**src/rtl/bster_pkg.sv**
```systemverilog
`default_nettype none
// ============================================================================
// Module      : bster_pkg
// Description : Shared definitions for the bster completion collector:
//               the "status OK" code, the status code enumeration and the
//               packed response layout {status, completion} at the default
//               widths (8-bit status, 128-bit completion).
// Revision    : 1.0 - initial release
// ============================================================================
package bster_pkg;

    localparam int BSTER_STS_WIDTH = 8;
    localparam int BSTER_CMD_WIDTH = 128;

    // Any status other than STS_OK marks the response as an error.
    localparam logic [BSTER_STS_WIDTH-1:0] STS_OK = '0;

    typedef enum logic [BSTER_STS_WIDTH-1:0] {
        STS_SUCCESS    = 8'h00,
        STS_DECODE_ERR = 8'h01,
        STS_SLAVE_ERR  = 8'h02,
        STS_TIMEOUT    = 8'h03,
        STS_ABORT      = 8'h04
    } bster_sts_e;

    // Merged response beat: status in the MSBs, completion payload below.
    typedef struct packed {
        logic [BSTER_STS_WIDTH-1:0] sts;
        logic [BSTER_CMD_WIDTH-1:0] cpl;
    } bster_rsp_t;

endpackage : bster_pkg
`default_nettype wire

```
**src/rtl/bster_sync_fifo.sv**
```systemverilog
`default_nettype none
// ============================================================================
// Module      : bster_sync_fifo
// Description : Single-clock FIFO with registered full flag. DEPTH must be a
//               power of two so the pointers wrap naturally.
// Ports       : clk_i    - clock
//               rst_ni   - synchronous active-low reset
//               push_i   - write wdata_i (ignored while full)
//               pop_i    - drop the head entry (ignored while empty)
//               wdata_i  - write data
//               rdata_o  - head entry
//               full_o   - registered full flag (held high during reset)
//               empty_o  - occupancy is zero
// Revision    : 1.0 - initial release
// ============================================================================
module bster_sync_fifo #(
    parameter int WIDTH = 8,
    parameter int DEPTH = 4
) (
    input  logic             clk_i,
    input  logic             rst_ni,
    input  logic             push_i,
    input  logic             pop_i,
    input  logic [WIDTH-1:0] wdata_i,
    output logic [WIDTH-1:0] rdata_o,
    output logic             full_o,
    output logic             empty_o
);

    localparam int PTR_W = (DEPTH > 1) ? $clog2(DEPTH) : 1;
    localparam int CNT_W = $clog2(DEPTH + 1);

    logic [WIDTH-1:0] mem_q [DEPTH];
    logic [PTR_W-1:0] wr_ptr_q;
    logic [PTR_W-1:0] rd_ptr_q;
    logic [CNT_W-1:0] count_q;
    logic [CNT_W-1:0] count_d;
    logic             full_q;
    logic             push_w;
    logic             pop_w;

    assign push_w = push_i && !full_q;
    assign pop_w  = pop_i && (count_q != '0);

    always_comb begin
        count_d = count_q;
        if (push_w && !pop_w) begin
            count_d = count_q + CNT_W'(1);
        end else if (!push_w && pop_w) begin
            count_d = count_q - CNT_W'(1);
        end
    end

    // The full flag is computed from next-state occupancy so the upstream
    // ready it drives is registered yet never lets a beat overflow. It stays
    // high in reset so no beat is accepted until the cycle after release.
    always_ff @(posedge clk_i) begin
        if (!rst_ni) begin
            wr_ptr_q <= '0;
            rd_ptr_q <= '0;
            count_q  <= '0;
            full_q   <= 1'b1;
        end else begin
            if (push_w) begin
                wr_ptr_q <= wr_ptr_q + PTR_W'(1);
            end
            if (pop_w) begin
                rd_ptr_q <= rd_ptr_q + PTR_W'(1);
            end
            count_q <= count_d;
            full_q  <= (count_d == CNT_W'(DEPTH));
        end
    end

    // Storage needs no reset: an entry is only read after it was written.
    always_ff @(posedge clk_i) begin
        if (push_w) begin
            mem_q[wr_ptr_q] <= wdata_i;
        end
    end

    assign rdata_o = mem_q[rd_ptr_q];
    assign full_o  = full_q;
    assign empty_o = (count_q == '0);

endmodule : bster_sync_fifo
`default_nettype wire

```
**src/rtl/bster_cpl_collector.sv**
```systemverilog
`default_nettype none
// ============================================================================
// Module      : bster_cpl_collector
// Description : Buffers the bster core's completion and status streams in
//               two independent FIFOs, pairs their heads in arrival order
//               into a one-entry output register and keeps saturating
//               response / error counters.
//               Optional desync watchdog: define BSTER_CPL_TIMEOUT_EN.
// Ports       : aclk, aresetn         - clock, synchronous active-low reset
//               cpl_tvalid/tready/tdata - completion stream from the core
//               sts_tvalid/tready/tdata - status stream from the core
//               rsp_tvalid/tready/tdata - merged {sts, cpl} stream to host
//               clr                   - clears counters and desync flag
//               rsp_count, err_count  - saturating delivery/error counters
//               desync                - sticky watchdog flag (0 if disabled)
// Revision    : 1.0 - initial release
// ============================================================================
module bster_cpl_collector
    import bster_pkg::*;
#(
    parameter int CMD_WIDTH      = 128,
    parameter int STS_WIDTH      = 8,
    parameter int FIFO_DEPTH     = 4,
    parameter int CNT_WIDTH      = 32,
    parameter int TIMEOUT_CYCLES = 1024
) (
    input  logic                          aclk,
    input  logic                          aresetn,
    input  logic                          cpl_tvalid,
    output logic                          cpl_tready,
    input  logic [CMD_WIDTH-1:0]          cpl_tdata,
    input  logic                          sts_tvalid,
    output logic                          sts_tready,
    input  logic [STS_WIDTH-1:0]          sts_tdata,
    output logic                          rsp_tvalid,
    input  logic                          rsp_tready,
    output logic [STS_WIDTH+CMD_WIDTH-1:0] rsp_tdata,
    input  logic                          clr,
    output logic [CNT_WIDTH-1:0]          rsp_count,
    output logic [CNT_WIDTH-1:0]          err_count,
    output logic                          desync
);

    localparam int RSP_W = STS_WIDTH + CMD_WIDTH;

    generate
        if (FIFO_DEPTH < 2 || (FIFO_DEPTH & (FIFO_DEPTH - 1)) != 0 ||
            TIMEOUT_CYCLES < 1) begin : g_param_check
            $error("bster_cpl_collector: FIFO_DEPTH must be a power of two >= 2, TIMEOUT_CYCLES >= 1");
        end
    endgenerate

    logic                 cpl_full_w, cpl_empty_w;
    logic                 sts_full_w, sts_empty_w;
    logic [CMD_WIDTH-1:0] cpl_head_w;
    logic [STS_WIDTH-1:0] sts_head_w;
    logic                 load_w;
    logic                 hs_w;
    logic                 hs_err_w;

    logic                 rsp_valid_q, rsp_valid_d;
    logic [RSP_W-1:0]     rsp_data_q,  rsp_data_d;
    logic [CNT_WIDTH-1:0] rsp_cnt_q,   rsp_cnt_d;
    logic [CNT_WIDTH-1:0] err_cnt_q,   err_cnt_d;

    assign cpl_tready = !cpl_full_w;
    assign sts_tready = !sts_full_w;

    bster_sync_fifo #(
        .WIDTH (CMD_WIDTH),
        .DEPTH (FIFO_DEPTH)
    ) u_cpl_fifo (
        .clk_i   (aclk),
        .rst_ni  (aresetn),
        .push_i  (cpl_tvalid && cpl_tready),
        .pop_i   (load_w),
        .wdata_i (cpl_tdata),
        .rdata_o (cpl_head_w),
        .full_o  (cpl_full_w),
        .empty_o (cpl_empty_w)
    );

    bster_sync_fifo #(
        .WIDTH (STS_WIDTH),
        .DEPTH (FIFO_DEPTH)
    ) u_sts_fifo (
        .clk_i   (aclk),
        .rst_ni  (aresetn),
        .push_i  (sts_tvalid && sts_tready),
        .pop_i   (load_w),
        .wdata_i (sts_tdata),
        .rdata_o (sts_head_w),
        .full_o  (sts_full_w),
        .empty_o (sts_empty_w)
    );

    // Both heads leave together, so the two streams can never reorder.
    assign load_w   = !cpl_empty_w && !sts_empty_w && (!rsp_valid_q || rsp_tready);
    assign hs_w     = rsp_valid_q && rsp_tready;
    assign hs_err_w = hs_w && (rsp_data_q[RSP_W-1 -: STS_WIDTH] != STS_WIDTH'(STS_OK));

    always_comb begin
        rsp_valid_d = rsp_valid_q;
        rsp_data_d  = rsp_data_q;
        if (load_w) begin
            rsp_valid_d = 1'b1;
            rsp_data_d  = {sts_head_w, cpl_head_w};
        end else if (hs_w) begin
            rsp_valid_d = 1'b0;
        end
    end

    // clr wins over a same-cycle handshake; counters stick at all-ones.
    always_comb begin
        rsp_cnt_d = rsp_cnt_q;
        err_cnt_d = err_cnt_q;
        if (clr) begin
            rsp_cnt_d = '0;
            err_cnt_d = '0;
        end else begin
            if (hs_w && rsp_cnt_q != '1) begin
                rsp_cnt_d = rsp_cnt_q + CNT_WIDTH'(1);
            end
            if (hs_err_w && err_cnt_q != '1) begin
                err_cnt_d = err_cnt_q + CNT_WIDTH'(1);
            end
        end
    end

    always_ff @(posedge aclk) begin
        if (!aresetn) begin
            rsp_valid_q <= 1'b0;
            rsp_data_q  <= '0;
            rsp_cnt_q   <= '0;
            err_cnt_q   <= '0;
        end else begin
            rsp_valid_q <= rsp_valid_d;
            rsp_data_q  <= rsp_data_d;
            rsp_cnt_q   <= rsp_cnt_d;
            err_cnt_q   <= err_cnt_d;
        end
    end

    assign rsp_tvalid = rsp_valid_q;
    assign rsp_tdata  = rsp_data_q;
    assign rsp_count  = rsp_cnt_q;
    assign err_count  = err_cnt_q;

`ifdef BSTER_CPL_TIMEOUT_EN
    localparam int WD_W = $clog2(TIMEOUT_CYCLES + 1);

    logic [WD_W-1:0] wd_cnt_q, wd_cnt_d;
    logic            desync_q, desync_d;
    logic            lone_w;

    // Exactly one side holds data: the other stream is lagging.
    assign lone_w = cpl_empty_w ^ sts_empty_w;

    always_comb begin
        wd_cnt_d = '0;
        if (lone_w) begin
            wd_cnt_d = (wd_cnt_q == WD_W'(TIMEOUT_CYCLES)) ? wd_cnt_q
                                                           : wd_cnt_q + WD_W'(1);
        end
        desync_d = clr ? 1'b0 : (desync_q || (wd_cnt_d == WD_W'(TIMEOUT_CYCLES)));
    end

    always_ff @(posedge aclk) begin
        if (!aresetn) begin
            wd_cnt_q <= '0;
            desync_q <= 1'b0;
        end else begin
            wd_cnt_q <= wd_cnt_d;
            desync_q <= desync_d;
        end
    end

    assign desync = desync_q;
`else
    assign desync = 1'b0;
`endif

endmodule : bster_cpl_collector
`default_nettype wire
```
**config.mk**
```make
export PLATFORM = sky130hd
export DESIGN_NAME = bster_cpl_collector
export DESIGN_NICKNAME = d
export VERILOG_FILES = /design/src/rtl/bster_pkg.sv /design/src/rtl/bster_sync_fifo.sv /design/src/rtl/bster_cpl_collector.sv
export SDC_FILE = /design/constraint.sdc
export NUM_CORES = 1
export LEC_CHECK = 0
export BUFFER_PORTS_ARGS = -buffer_cell sky130_fd_sc_hd__buf_2
export CAP_MARGIN = 20
export CORE_MARGIN = 10
export CORE_UTILIZATION = 41
export DETAILED_ROUTE_END_ITERATION = 8
export PLACE_DENSITY = 0.67
export SETUP_SLACK_MARGIN = 0.02
export SYNTH_ARGS = -nofsm -noshare
export SYNTH_HDL_FRONTEND = slang
export SYNTH_SLANG_ARGS = --single-unit
```
**constraint.sdc**
```tcl
create_clock -name aclk -period 6.6 [get_ports aclk]
set_clock_uncertainty 0.2 [all_clocks]
set_input_delay 1.32 -clock aclk [delete_from_list [all_inputs] [get_ports aclk]]
set_output_delay 1.32 -clock aclk [all_outputs]
set_load 0.05 [all_outputs]
```
== Word-level counts from Yosys, hierarchy flattened ==
Memories as Yosys holds them, arrays and structs flattened. A register that Yosys moved wholly into a read port is not among the register bits.
Index checks and enable logic that the tools add are counted.
Widths: inputs -> output; s select.

* Register bits: 81
* Bits in writable memories: 544
* Logic and storage cells: 73
* Memories: 2

* Add/sub/neg operators: 10
* Eq/ne operators: 4
* Mux-type cells: 10
* Bitwise logic cells: 1
* Reductions and logical operators: 35

{| class="wikitable"
|+ Memories
! name !! depth !! width !! rd ports !! clocked after memory_dff !! write ports !! line !! RTL
|-
| u_cpl_fifo.mem_q || 4 || 128 || 1 || 1 || 1 || bster_sync_fifo.sv:33 || <nowiki>logic [WIDTH-1:0] mem_q [DEPTH];</nowiki>
|-
| u_sts_fifo.mem_q || 4 || 8 || 1 || 1 || 1 || bster_sync_fifo.sv:33 ||
|}

{| class="wikitable"
|+ Operators by type and width
! kind !! number
|-
| $add 32x1->32 const B || 2
|-
| $ne 32x32->1 const B || 2
|-
| $logic_and 1x1->1 || 16
|-
| $mux 3 || 4
|-
| $logic_not 1->1 || 11
|-
| $add 2x1->2 const B || 4
|-
| $reduce_bool 8->1 || 1
|-
| $add 3x1->3 const B || 2
|-
| $eq 3x3->1 const B || 2
|-
| $logic_not 3->1 || 2
|-
| $mux 1 || 6
|-
| $reduce_bool 3->1 || 2
|-
| $sub 3x1->3 const B || 2
|-
| $reduce_bool 2->1 || 1
|-
| $reduce_or 2->1 || 1
|-
| $logic_or 1x1->1 || 1
|-
| $not 1->1 || 1
|}

== Longest topological paths before layout ==
Gate-level depths: netlist (run 1).

* Depth in word-level cells: 9
* Gate-level depth with buffers: 9
* Depth with buffers taken out: 7

== Modules after synthesis ==
From an unflattened synthesis (run 1), not the netlist that was laid out.

* Cells, all modules: 1836
* Area total of the unflattened synthesis: 29225.5 um^2

{| class="wikitable"
|+ By module, submodules not included
! module !! times used !! cells an instance !! area an instance (um^2) !! seq. area each (um^2)
|-
| bster_sync_fifo at u_cpl_fifo || 1 || 732 || 19158.4 || 15574.9
|-
| bster_cpl_collector || 1 || 998 || 8313.0 || 4023.9
|-
| bster_sync_fifo at u_sts_fifo || 1 || 106 || 1754.2 || 1161.1
|}

== Worst setup path after synthesis (run 1) ==
No wires, ideal clock.

* Path kind: in2reg
* Start: input cpl_tvalid
* End: memory u_cpl_fifo.mem_q[0][0] (netlist bit) (enable)
* Library setup time: 502 ps
* Arrival time: 4804 ps
* Data required time: 5898 ps
* Setup slack: 1094 ps
* Stages on the path: 3
* Path through: nor2b_1 -> clkbuf_1 -> and2_1

* Cells in the longest elaborated chain, start to end: 4

{| class="wikitable"
|+ RTL lines
! element !! line !! RTL
|-
| from (decl) || bster_cpl_collector.sv:29 || <nowiki>input logic cpl_tvalid,</nowiki>
|-
| $logic_and 1x1->1 || bster_cpl_collector.sv:75 || <nowiki>.push_i (cpl_tvalid && cpl_tready),</nowiki>
|-
| $logic_and 1x1->1 || bster_sync_fifo.sv:42 || <nowiki>assign push_w = push_i && !full_q;</nowiki>
|-
| $mux 1 || bster_sync_fifo.sv:77 || <nowiki>if (push_w) begin</nowiki>
|-
| $mux 1 (not written as such) || bster_sync_fifo.sv:78 || <nowiki>mem_q[wr_ptr_q] <= wdata_i;</nowiki>
|-
| to (decl) || bster_sync_fifo.sv:33 ||
|}

Every way passes these cells.

== Worst setup path in the final report (run 1) ==
* Start: input rsp_tready
* End: register rsp_cnt_q[31] (netlist: rsp_count[31])

* Cells in the longest elaborated chain, start to end: 2

{| class="wikitable"
|+ RTL lines
! element !! line !! RTL
|-
| from (decl) || bster_cpl_collector.sv:36 || <nowiki>input logic rsp_tready,</nowiki>
|-
| $logic_and 1x1->1 || bster_cpl_collector.sv:99 || <nowiki>assign hs_w = rsp_valid_q && rsp_tready;</nowiki>
|-
| $logic_and 1x1->1 || bster_cpl_collector.sv:121 || <nowiki>if (hs_w && rsp_cnt_q != '1) begin</nowiki>
|-
| to (signal assigned) || bster_cpl_collector.sv:139 || <nowiki>rsp_cnt_q <= rsp_cnt_d;</nowiki>
|-
| to (decl) || bster_cpl_collector.sv:63 || <nowiki>logic [CNT_WIDTH-1:0] rsp_cnt_q, rsp_cnt_d;</nowiki>
|}

Every way passes these cells.
A chain may end at the register's enable or synchronous reset.

==> flow_summary.json, run 1 <==
{
  "place_area_sq_mm": 0.0317,
  "path_class": "in -> reg",
  "synth.cell_area_sq_mm": 0.0290,
  "worst-path-max-fanout": 17,
  "synth_cell_types": 61,
  "path_delay_family": "simple AND/OR/NAND/NOR gates",
  "ir_drop_mv": 0.328,
  "whs_ns": 0.262,
  "dp_hpwl_mm": 43.4,
  "finalWeightedCongestion": 0.832,
  "synthToLayoutAreaGrowth_pct": 19.4,
  "cts_max_level": 3,
  "final_layout_size_suffix_gt1_frac": 0.299,
  "ant_nets": 0,
  "slew_violations": 0,
  "clk_latency_ns": 0.62,
  "postSynthAreaPerCell_sq_um": 15.7,
  "regArea_sq_mm": 0.0207,
  "post-route-min-period_ns": 3.15,
  "drt-pass1-iter-count": 5,
  "port_buffers": 344,
  "worstPathCellList": "buf_2 > and2_1 > nand3_2 > or4b_1 > or4_1 > a21oi_1",
  "syn_inst": 1844,
  "dieArea_sq_mm": 0.0817,
  "p_per_area_mw_per_mm2": 415,
  "worst_slack_ns": 3.45,
  "critPathArrivalTime_ns": 3.48,
  "dieHeight_um": 286,
  "cts_buffers": 81,
  "post_cts_resized": 0,
  "final_area_sq_mm": 0.0346,
  "finalHoldViolCount": 0,
  "cp-end-kind": "register",
  "antenna_found_initial": 37,
  "worst_setup_path_start_kind": "input pin",
  "fin_nets": 2347,
  "hold_path.class": "reg -> reg",
  "cts_sinks": 761,
  "post_cts_buffers": 0,
  "min_period_over_period": 0.478,
  "synth-edff-count": 544,
  "initial_core_util": 0.414,
  "max_freq_mhz": 317,
  "grt_pass1_wl_mm": 105,
  "fp.coreArea_sq_mm": 0.0700,
  "synthTopCellsByArea": "edfxtp_1 (56%), dfxtp_1 (15%), mux4_2 (11%), nand2_1 (4.2%), a21boi_0 (3.6%)",
  "grt_overflow_total": 0,
  "initialDrtViolationCount": 1324,
  "pin_count": 346,
  "ys_async_sr_fraction": 0,
  "yosysSeqAreaShare": 0.714,
  "rsz0062_at_grt": "no",
  "cts-root-buf": "clkbuf_16",
  "drcViolationCount": 0,
  "vias": 17000,
  "routedWlPerCell_um": 21.4,
  "grt_max_degree": 92,
  "crit_slowest_cell": "or4b_1",
  "fill_cells": 5824,
  "syn_nets": 2002,
  "dieWidth_um": 286,
  "pre_cts_ws_ns": 2.77,
  "setup_viol": 0,
  "cpPeakStageDelay_ns": 0.71,
  "required_ns": 6.93,
  "yosys.area.top_type": "edfxtp_1",
  "clkTransAtPathRegs_ns": 0.06,
  "synthDominantCellAreaShare": 0.564,
  "grt_pass1_vias": 17500,
  "multiInputGateArea_sq_mm": 0.00784,
  "fin_tns_setup_ns": 0,
  "cts.path.max_buffers": 3,
  "drt-total-wl_mm": 68.6,
  "synth_flop_cell": "edfxtp_1",
  "synth_seq_cells": 761,
  "postCtsHoldBufs": 0,
  "crit_buf_inv": 1,
  "yosys_warnings": 0,
  "track_usage": 0.164,
  "cts_tree": "yes",
  "power_uw": 14300,
  "viasPerCell": 5.30,
  "tightest_slew_ns": 1.09,
  "drv_cap": 0,
  "status": "completed",
  "leakage_uw": 0.0119,
  "max_slew_margin": 0.274,
  "timing.reg2reg.setup_slack_ns": 3.45,
  "rows": 97
}
==> path summary, 6_finish.rpt <==
kind,from,to,cells past startpoint
setup / recovery,rsp_tready,rsp_count[31],6
hold / removal,rsp_tdata[124],rsp_tdata[124],2
setup reg to reg,u_cpl_fifo.count_q[0],u_cpl_fifo.rd_ptr_q[1],8
hold reg to reg,rsp_tdata[124],rsp_tdata[124],2
==> cell usage after synthesis, types with 3 or more instances <==
| library cell | count |
|---|---|
| nor2_1 | 29 |
| nand3_1 | 23 |
| or2_2 | 5 |
| xor2_1 | 5 |
| and4_1 | 4 |
| and3_1 | 9 |
| mux2i_1 | 5 |
| or4_1 | 22 |
| buf_1 | 15 |
| nand4_1 | 22 |
| nand2b_1 | 5 |
| o31ai_1 | 17 |
| inv_1 | 15 |
| ha_1 | 16 |
| xnor2_1 | 15 |
| mux4_2 | 136 |
| nor3_1 | 8 |
| a211oi_1 | 5 |
| nor2b_1 | 7 |
| or3_1 | 21 |
| dfxtp_1 | 217 |
| nor4_1 | 11 |
| o211ai_1 | 9 |
| a31o_2 | 5 |
| nand2_1 | 323 |
| edfxtp_1 | 544 |
| a21oi_1 | 43 |
| and2_1 | 21 |
| o21a_1 | 3 |
| o21ai_0 | 23 |
| clkbuf_1 | 71 |
| buf_2 | 16 |
| a21boi_0 | 137 |
==> layout by cell type, fill, tap and decap left out, drive strengths merged, types with 11 or more instances in the layout <==
| master | instances |
|---|---|
| mux4 | 136 |
| a21boi | 137 |
| nor4 | 11 |
| o21ai | 23 |
| nand3 | 25 |
| nand4 | 25 |
| inv | 21 |
| clkbuf | 110 |
| a21oi | 43 |
| nand2 | 323 |
| or4 | 23 |
| xnor2 | 15 |
| edfxtp | 544 |
| nor2 | 29 |
| o31ai | 17 |
| and2 | 21 |
| diode | 12 |
| buf | 367 |
| clkinv | 23 |
| dfxtp | 217 |
| ha | 16 |
| or3 | 22 |
==> cell families (layout without fill, tap and decap cells) <==
| group | count (synthesis) | count (layout) | share of synthesized area |
|---|---|---|---|
| flip-flops | 761 | 761 | 0.714 |
| AND/OR/NAND/NOR | 524 | 524 | 0.0855 |
| AO/OA/AOI/OAI | 259 | 259 | 0.0627 |
| multiplexers | 141 | 141 | 0.107 |
| buffers and inverters | 120 | 534 | 0.0165 |
| XOR/XNOR | 20 | 20 | 0.00605 |
| adder cells (fa/ha/maj) | 18 | 18 | 0.00760 |
| other | 1 | 13 | 0.000129 |
==> worst reg2reg max path, stage by stage, from the launching register on <==
cell,delay [ns]
dfxtp_1,0.42
inv_1,0.12
ha_1,0.21
ha_1,0.22
nor3_2,0.56
buf_4,0.74
nand2_1,0.22
xnor2_1,0.17
and2_1,0.18
==> metal layers <==
| metal | routed length, um | vias to the layer above | global-route usage |
|---|---|---|---|
| li1 | - | 7746 | - |
| met1 | 27600 | 8581 | 0.204 |
| met2 | 33800 | 534 | 0.270 |
| met3 | 5930 | 119 | 0.0552 |
| met4 | 985 | 44 | 0.0474 |
| met5 | 276 | - | 0 |
==> stage by stage <==
step / util / cells
after global routing: 0.494 / 3206
after global placement: 0.453 / 3046
final: 0.494 / 3210
after CTS: 0.493 / 3198
after floorplan: - / 1844
after detailed placement: 0.453 / 3046
==> power by group <==
group | leakage (uW) | internal [uW] | switching (uW)
clock network | 0.00139 | 2810 | 1920
registers | 0.00671 | 5800 | 350
logic | 0.00378 | 1000 | 2470
==> state kept, by name, indices dropped and copies added (netlist names), 2 cells and up <==
name and flops:
err_count 32, rsp_count 32, rsp_tdata 136, u_cpl_fifo.count_q 3, u_cpl_fifo.mem_q 512, u_cpl_fifo.rd_ptr_q 2
u_cpl_fifo.wr_ptr_q 2, u_sts_fifo.count_q 3, u_sts_fifo.mem_q 32, u_sts_fifo.rd_ptr_q 2, u_sts_fifo.wr_ptr_q 2
==> cell type report <==
class / count / area share
Antenna cell: 12 / 0.000868
Clock buffer: 110 / 0.0677
Clock inverter: 42 / 0.0147
Inverter: 15 / 0.00163
Multi-Input combinational cell: 963 / 0.227
Sequential cell: 761 / 0.598
Tap cell: 940 / 0.0340
Timing Repair Buffer: 367 / 0.0563
Note: power is estimated with default switching activity, not from simulation.
==> run 2, diff against run 1 <==
PLACE_DENSITY = 0.69   (was 0.67)
clock period = 2.7 ns   (was 6.6 ns; I/O delays follow)
==> flow_summary.json, run 2 (synthesis gave the netlist of run 1 again) <==
{
  "status": "completed",
  "vias": 17800,
  "leakage_uw": 0.0126,
  "p_switching_uw": 11700,
  "slew_violations": 0,
  "worst_setup_path_start_kind": "register",
  "fin_nets": 2507,
  "drcViolationCount": 0,
  "p_per_area_mw_per_mm2": 970,
  "worstPathCellList": "inv_1 > ha_1 > ha_1 > nor3_2 > buf_12 > buf_12 > nand2_1 > a21boi_0",
  "tightest_slew_ns": 0.833,
  "setup_viol": 0,
  "cts_max_level": 3,
  "grt_overflow_total": 0,
  "mostFrequentLayoutCells": "edfxtp_1 (544), buf_2 (343), nand2_1 (323), dfxtp_1 (215), a21boi_0 (137)",
  "cts_tree": "yes",
  "intPower_uw": 23500,
  "finalHoldViolCount": 0,
  "dieArea_sq_mm": 0.0817,
  "path_class": "reg -> reg",
  "worst-path-max-fanout": 60,
  "routedWlPerCell_um": 20.7,
  "dp_hpwl_mm": 41.9,
  "crit_slowest_cell": "dfxtp_1",
  "rsz0062_at_grt": "no",
  "power_uw": 35200,
  "cts.path.max_buffers": 3,
  "viasPerCell": 5.29,
  "ant_nets": 0,
  "initial_core_util": 0.414,
  "cp-end-kind": "register",
  "largest_register": "u_cpl_fifo.mem_q",
  "cts_sinks": 761,
  "grt_pass1_wl_mm": 107,
  "grt_max_degree": 155,
  "dieWidth_um": 286,
  "final_layout_size_suffix_gt1_frac": 0.283,
  "cts-root-buf": "clkbuf_16",
  "power_frac_comb": 0.258,
  "hold_path.class": "in -> reg",
  "ir_drop_mv": 0.734,
  "largest_reg_flops": 512,
  "cts_buffers": 81,
  "drv_cap": 0,
  "final_common_cell": "edfxtp_1",
  "clk_latency_ns": 0.62,
  "post-route-min-period_ns": 2.49,
  "fin_tns_setup_ns": 0,
  "min_period_over_period": 0.923,
  "finalWeightedCongestion": 0.876,
  "rows": 97,
  "port_buffers": 344,
  "antenna_found_initial": 13,
  "post_cts_buffers": 0,
  "clkTransAtPathRegs_ns": 0.06,
  "synthToLayoutAreaGrowth_pct": 25.2,
  "dieHeight_um": 286,
  "seq_power_share": 0.426,
  "grt_pass1_vias": 18600,
  "critPathArrivalTime_ns": 2.84,
  "max_slew_margin": 0.444,
  "drt-pass1-iter-count": 5,
  "clockPowerShare": 0.316,
  "max_freq_mhz": 401,
  "cpPeakStageDelay_ns": 0.40,
  "track_usage": 0.167,
  "initialDrtViolationCount": 1394,
  "pin_count": 346,
  "fp.coreArea_sq_mm": 0.0700,
  "drt-total-wl_mm": 69.8,
  "required_ns": 3.05,
  "switching_share": 0.333
}
run 2: cell count changes in the layout (fill, tap and decap cells not counted), sizes merged:
cell and change:
buf +24, bufinv -2, clkbuf -1, clkinv +6, clkinvlp -2, diode -2, dlygate4sd3 +136, inv -2
run 2: final cells by class:
| cell class | count | area (sq um) |
|---|---|---|
| diodes | 10 | 25.0 |
| clock buffers | 109 | 2260 |
| clock inverters | 42 | 472 |
| fillers | 5758 | 33800 |
| inverters | 15 | 56.3 |
| multi-input cells | 963 | 7840 |
| flip-flops and latches | 761 | 20700 |
| well taps | 940 | 1180 |
| repair buffers | 527 | 3740 |
run 2: what timing repair did:
| action | in CTS | in global routing |
|---|---|---|
| hold buffers | 136 | 0 |
| endpoints found under the hold margin | 544 | 0 |
| resized for setup | 0 | 0 |
run 2: worst paths after layout:
kind / start / endpoint / slack, ns / depth (start not counted)
hold reg to reg: rsp_tdata[83] / rsp_tdata[83] / 0.26 / 2
setup / recovery: u_cpl_fifo.count_q[0] / rsp_tdata[28] / 0.21 / 8
hold / removal: rsp_tready / rsp_tvalid / 0.18 / 3
setup reg to reg: u_cpl_fifo.count_q[0] / rsp_tdata[28] / 0.21 / 8
run 2: power groups by stage:
stage	combinational, uW	sequential, uW	clock, uW
finish	9080	15000	11100
global placement	8840	15100	0
CTS	9230	15000	11400
global route	9730	15100	11900
detailed placement	9030	15200	0
floorplan	3770	17500	0
run 2: worst max-delay path, delay by kind of cell (launching register included):
kind / cells / cell delay, ns
AND/OR/NAND/NOR: 2 / 0.41
buffers and inverters: 3 / 0.74
flip-flops: 1 / 0.40
AO/OA/AOI/OAI: 1 / 0.21
adder cells (fa/ha/maj): 2 / 0.45
run 2: metrics by stage:
stage / std cells / area, sq um / worst slack, ns / util / hold WS, ns
after global routing: 3364 / 36200 / 0.0396 / 0.518 / 0.140
after global placement: 3070 / 32100 / 0.245 / 0.459 / 0.249
final: 3367 / 36300 / 0.207 / 0.518 / 0.175
after detailed placement: 3070 / 32100 / 0.216 / 0.459 / 0.256
after CTS: 3357 / 36200 / 0.176 / 0.517 / 0.118
after floorplan: 1844 / 29000 / -0.614 / - / 0.276
run 2: metal layers:
layer / part of all wire / GRT usage / wire, um / vias to the layer above
met2: 0.50 / 0.283 / 34800 / 616
met1: 0.40 / 0.208 / 28300 / 8978
met4: 0.023 / 0.0546 / 1610 / 10
met3: 0.072 / 0.0395 / 5060 / 133
met5: 0.00089 / 0 / 62 / -
li1: - / - / - / 8059
==> run 3, diff against run 2 <==
SYNTH_HIERARCHICAL = 1   (was not set)
==> flow_summary.json, run 3 <==
{
  "setup_viol": 0,
  "synth-edff-count": 544,
  "cts-root-buf": "clkbuf_16",
  "max_freq_mhz": 402,
  "grt_pass1_vias": 18900,
  "final_area_sq_mm": 0.0361,
  "worstPathCellList": "ha_1 > and3_1 > nand3_1 > o311ai_4 > o311ai_0 > o41ai_1",
  "finalWeightedCongestion": 0.822,
  "fp.coreArea_sq_mm": 0.0704,
  "yosys.area.top_type": "edfxtp_1",
  "drcViolationCount": 0,
  "drv_cap": 0,
  "post_cts_buffers": 0,
  "switching_share": 0.258,
  "power_uw": 26800,
  "yosysSeqAreaShare": 0.710,
  "finalHoldViolCount": 0,
  "critPathArrivalTime_ns": 2.83,
  "grt_max_degree": 137,
  "leakage_uw": 0.0122,
  "post-route-min-period_ns": 2.49,
  "p_per_area_mw_per_mm2": 744,
  "mostFrequentLayoutCells": "edfxtp_1 (544), buf_2 (343), nand2_1 (311), dfxtp_1 (219), a21boi_0 (137)",
  "synthTopCellsByCount": "edfxtp_1 (544), nand2_1 (311), dfxtp_1 (221), a21boi_0 (137), mux4_2 (136)",
  "synth.cell_area_sq_mm": 0.0292,
  "ir_drop_mv": 0.621,
  "dp_hpwl_mm": 43.9,
  "fin_tns_setup_ns": 0,
  "min_period_over_period": 0.921,
  "rsz0062_at_grt": "no",
  "viasPerCell": 5.26,
  "syn_inst": 1836,
  "clockPowerShare": 0.392,
  "path_class": "reg -> reg",
  "intPower_uw": 19900,
  "p_switching_uw": 6940,
  "worst_setup_path_start_kind": "register",
  "synthToLayoutAreaGrowth_pct": 23.5,
  "drt-total-wl_mm": 70.7,
  "synth_most_common_cell": "edfxtp_1",
  "synth_cell_types": 68,
  "synth_flop_cell": "edfxtp_1",
  "power_frac_comb": 0.115,
  "final_layout_size_suffix_gt1_frac": 0.276,
  "grt_pass1_wl_mm": 109,
  "place_area_sq_mm": 0.0321,
  "grt_overflow_total": 0,
  "tightest_slew_ns": 0.887,
  "required_ns": 3.04,
  "dieHeight_um": 287,
  "largest_register": "u_cpl_fifo/mem_q",
  "synthDominantCellAreaShare": 0.559,
  "vias": 17700,
  "fin_nets": 2510,
  "initialDrtViolationCount": 1340,
  "dieArea_sq_mm": 0.0824,
  "worst-path-max-fanout": 17,
  "cts_max_level": 3,
  "cts_sinks": 765,
  "slew_violations": 0,
  "antenna_found_initial": 11,
  "cts.path.max_buffers": 3,
  "hold_path.class": "in -> reg",
  "syn_nets": 1994,
  "track_usage": 0.169,
  "port_buffers": 344,
  "yosys_warnings": 6,
  "clkTransAtPathRegs_ns": 0.06,
  "dieWidth_um": 287,
  "cts_tree": "yes",
  "seq_power_share": 0.492,
  "max_slew_margin": 0.408,
  "ys_async_sr_fraction": 0,
  "pin_count": 346,
  "fin_util": 0.513,
  "final_common_cell": "edfxtp_1",
  "routedWlPerCell_um": 21.0,
  "ant_nets": 0,
  "synth_seq_cells": 765,
  "cpPeakStageDelay_ns": 0.65,
  "cp-end-kind": "register",
  "clk_latency_ns": 0.64,
  "initial_core_util": 0.415,
  "synthTopCellsByArea": "edfxtp_1 (56%), dfxtp_1 (15%), mux4_2 (10%), nand2_1 (4.0%), a21boi_0 (3.5%)",
  "largest_reg_flops": 512,
  "crit_slowest_cell": "o311ai_4",
  "timing.reg2reg.setup_slack_ns": 0.21,
  "status": "completed",
  "cts_buffers": 80,
  "drt-pass1-iter-count": 5,
  "postSynthAreaPerCell_sq_um": 15.9,
  "rows": 97
}
==> run 3: changes by cell type in the layout (fill, tap and decap cells not counted), moves of 7 or more <==
cell      delta
or3_1       +10
nand2_1     -12
clkbuf_1    +22
clkinv_1     -8
a21oi_1      +7
o21ai_0      +9
nand3_1     +10
or4_1        -7
==> run 3: power groups by stage <==
stage	clock [uW]	sequential [uW]	combinational [uW]
global route	11300	13200	3330
detailed placement	0	13500	2950
finish	10500	13200	3100
floorplan	0	14300	1220
CTS	10800	13200	3140
global placement	0	13400	2900
==> run 3: logic make-up after synthesis <==
kind of cell             Yosys count  share of synthesized area
flip-flops                       765                      0.710
AND/OR/NAND/NOR                  514                     0.0826
AO/OA/AOI/OAI                    275                     0.0662
multiplexers                     138                      0.105
buffers and inverters            110                     0.0228
XOR/XNOR                          17                    0.00561
adder cells (fa/ha/maj)           16                    0.00685
other                              1                   0.000128
==> run 3: final timing paths <==
kind	end	cells past startpoint	start
max reg2reg	err_count[31]	6	err_count[0]
max	err_count[31]	6	err_count[0]
min	rsp_count[21]	4	clr
min reg2reg	rsp_tdata[99]	2	rsp_tdata[99]
==> run 3: per-layer routing <==
layer	global-route usage	share of wire
met5	0	0.00030
met3	0.0360	0.062
met2	0.301	0.52
met4	0.0589	0.026
met1	0.199	0.39
==> run 3: metrics by stage <==
stage | worst slack [ns] | cells | hold slack, ns
after CTS | 0.159 | 3359 | 0.108
after detailed placement | 0.176 | 3074 | 0.257
after global placement | 0.164 | 3074 | 0.247
after global routing | 0.0210 | 3367 | 0.121
after floorplan | -0.645 | 1836 | 0.269
final | 0.213 | 3369 | 0.126
==> run 3: timing repair <==
| action | 4_1_cts | 5_1_grt |
|---|---|---|
| setup endpoints to repair | 0 | 12 |
| resized for setup | 0 | 3 |
| endpoints found under the hold margin | 544 | 0 |
| hold buffers | 136 | 0 |
==> run 3: layout make-up <==
type,count,area [sq um]
clock inverter,22,273
fill,5775,34300
tap,940,1180
antenna,10,25.0
inverter,17,66.3
timing repair buffer,527,3680
multi-input combinational,961,7830
sequential,765,20800
clock buffer,127,2270
==> run 3: critical path, delay by kind of cell (launching register included) <==
family	cells	cell delay, ns
compound gates	3	1.03
fa+ha+maj	1	0.24
flops	1	0.41
simple gates	2	0.50
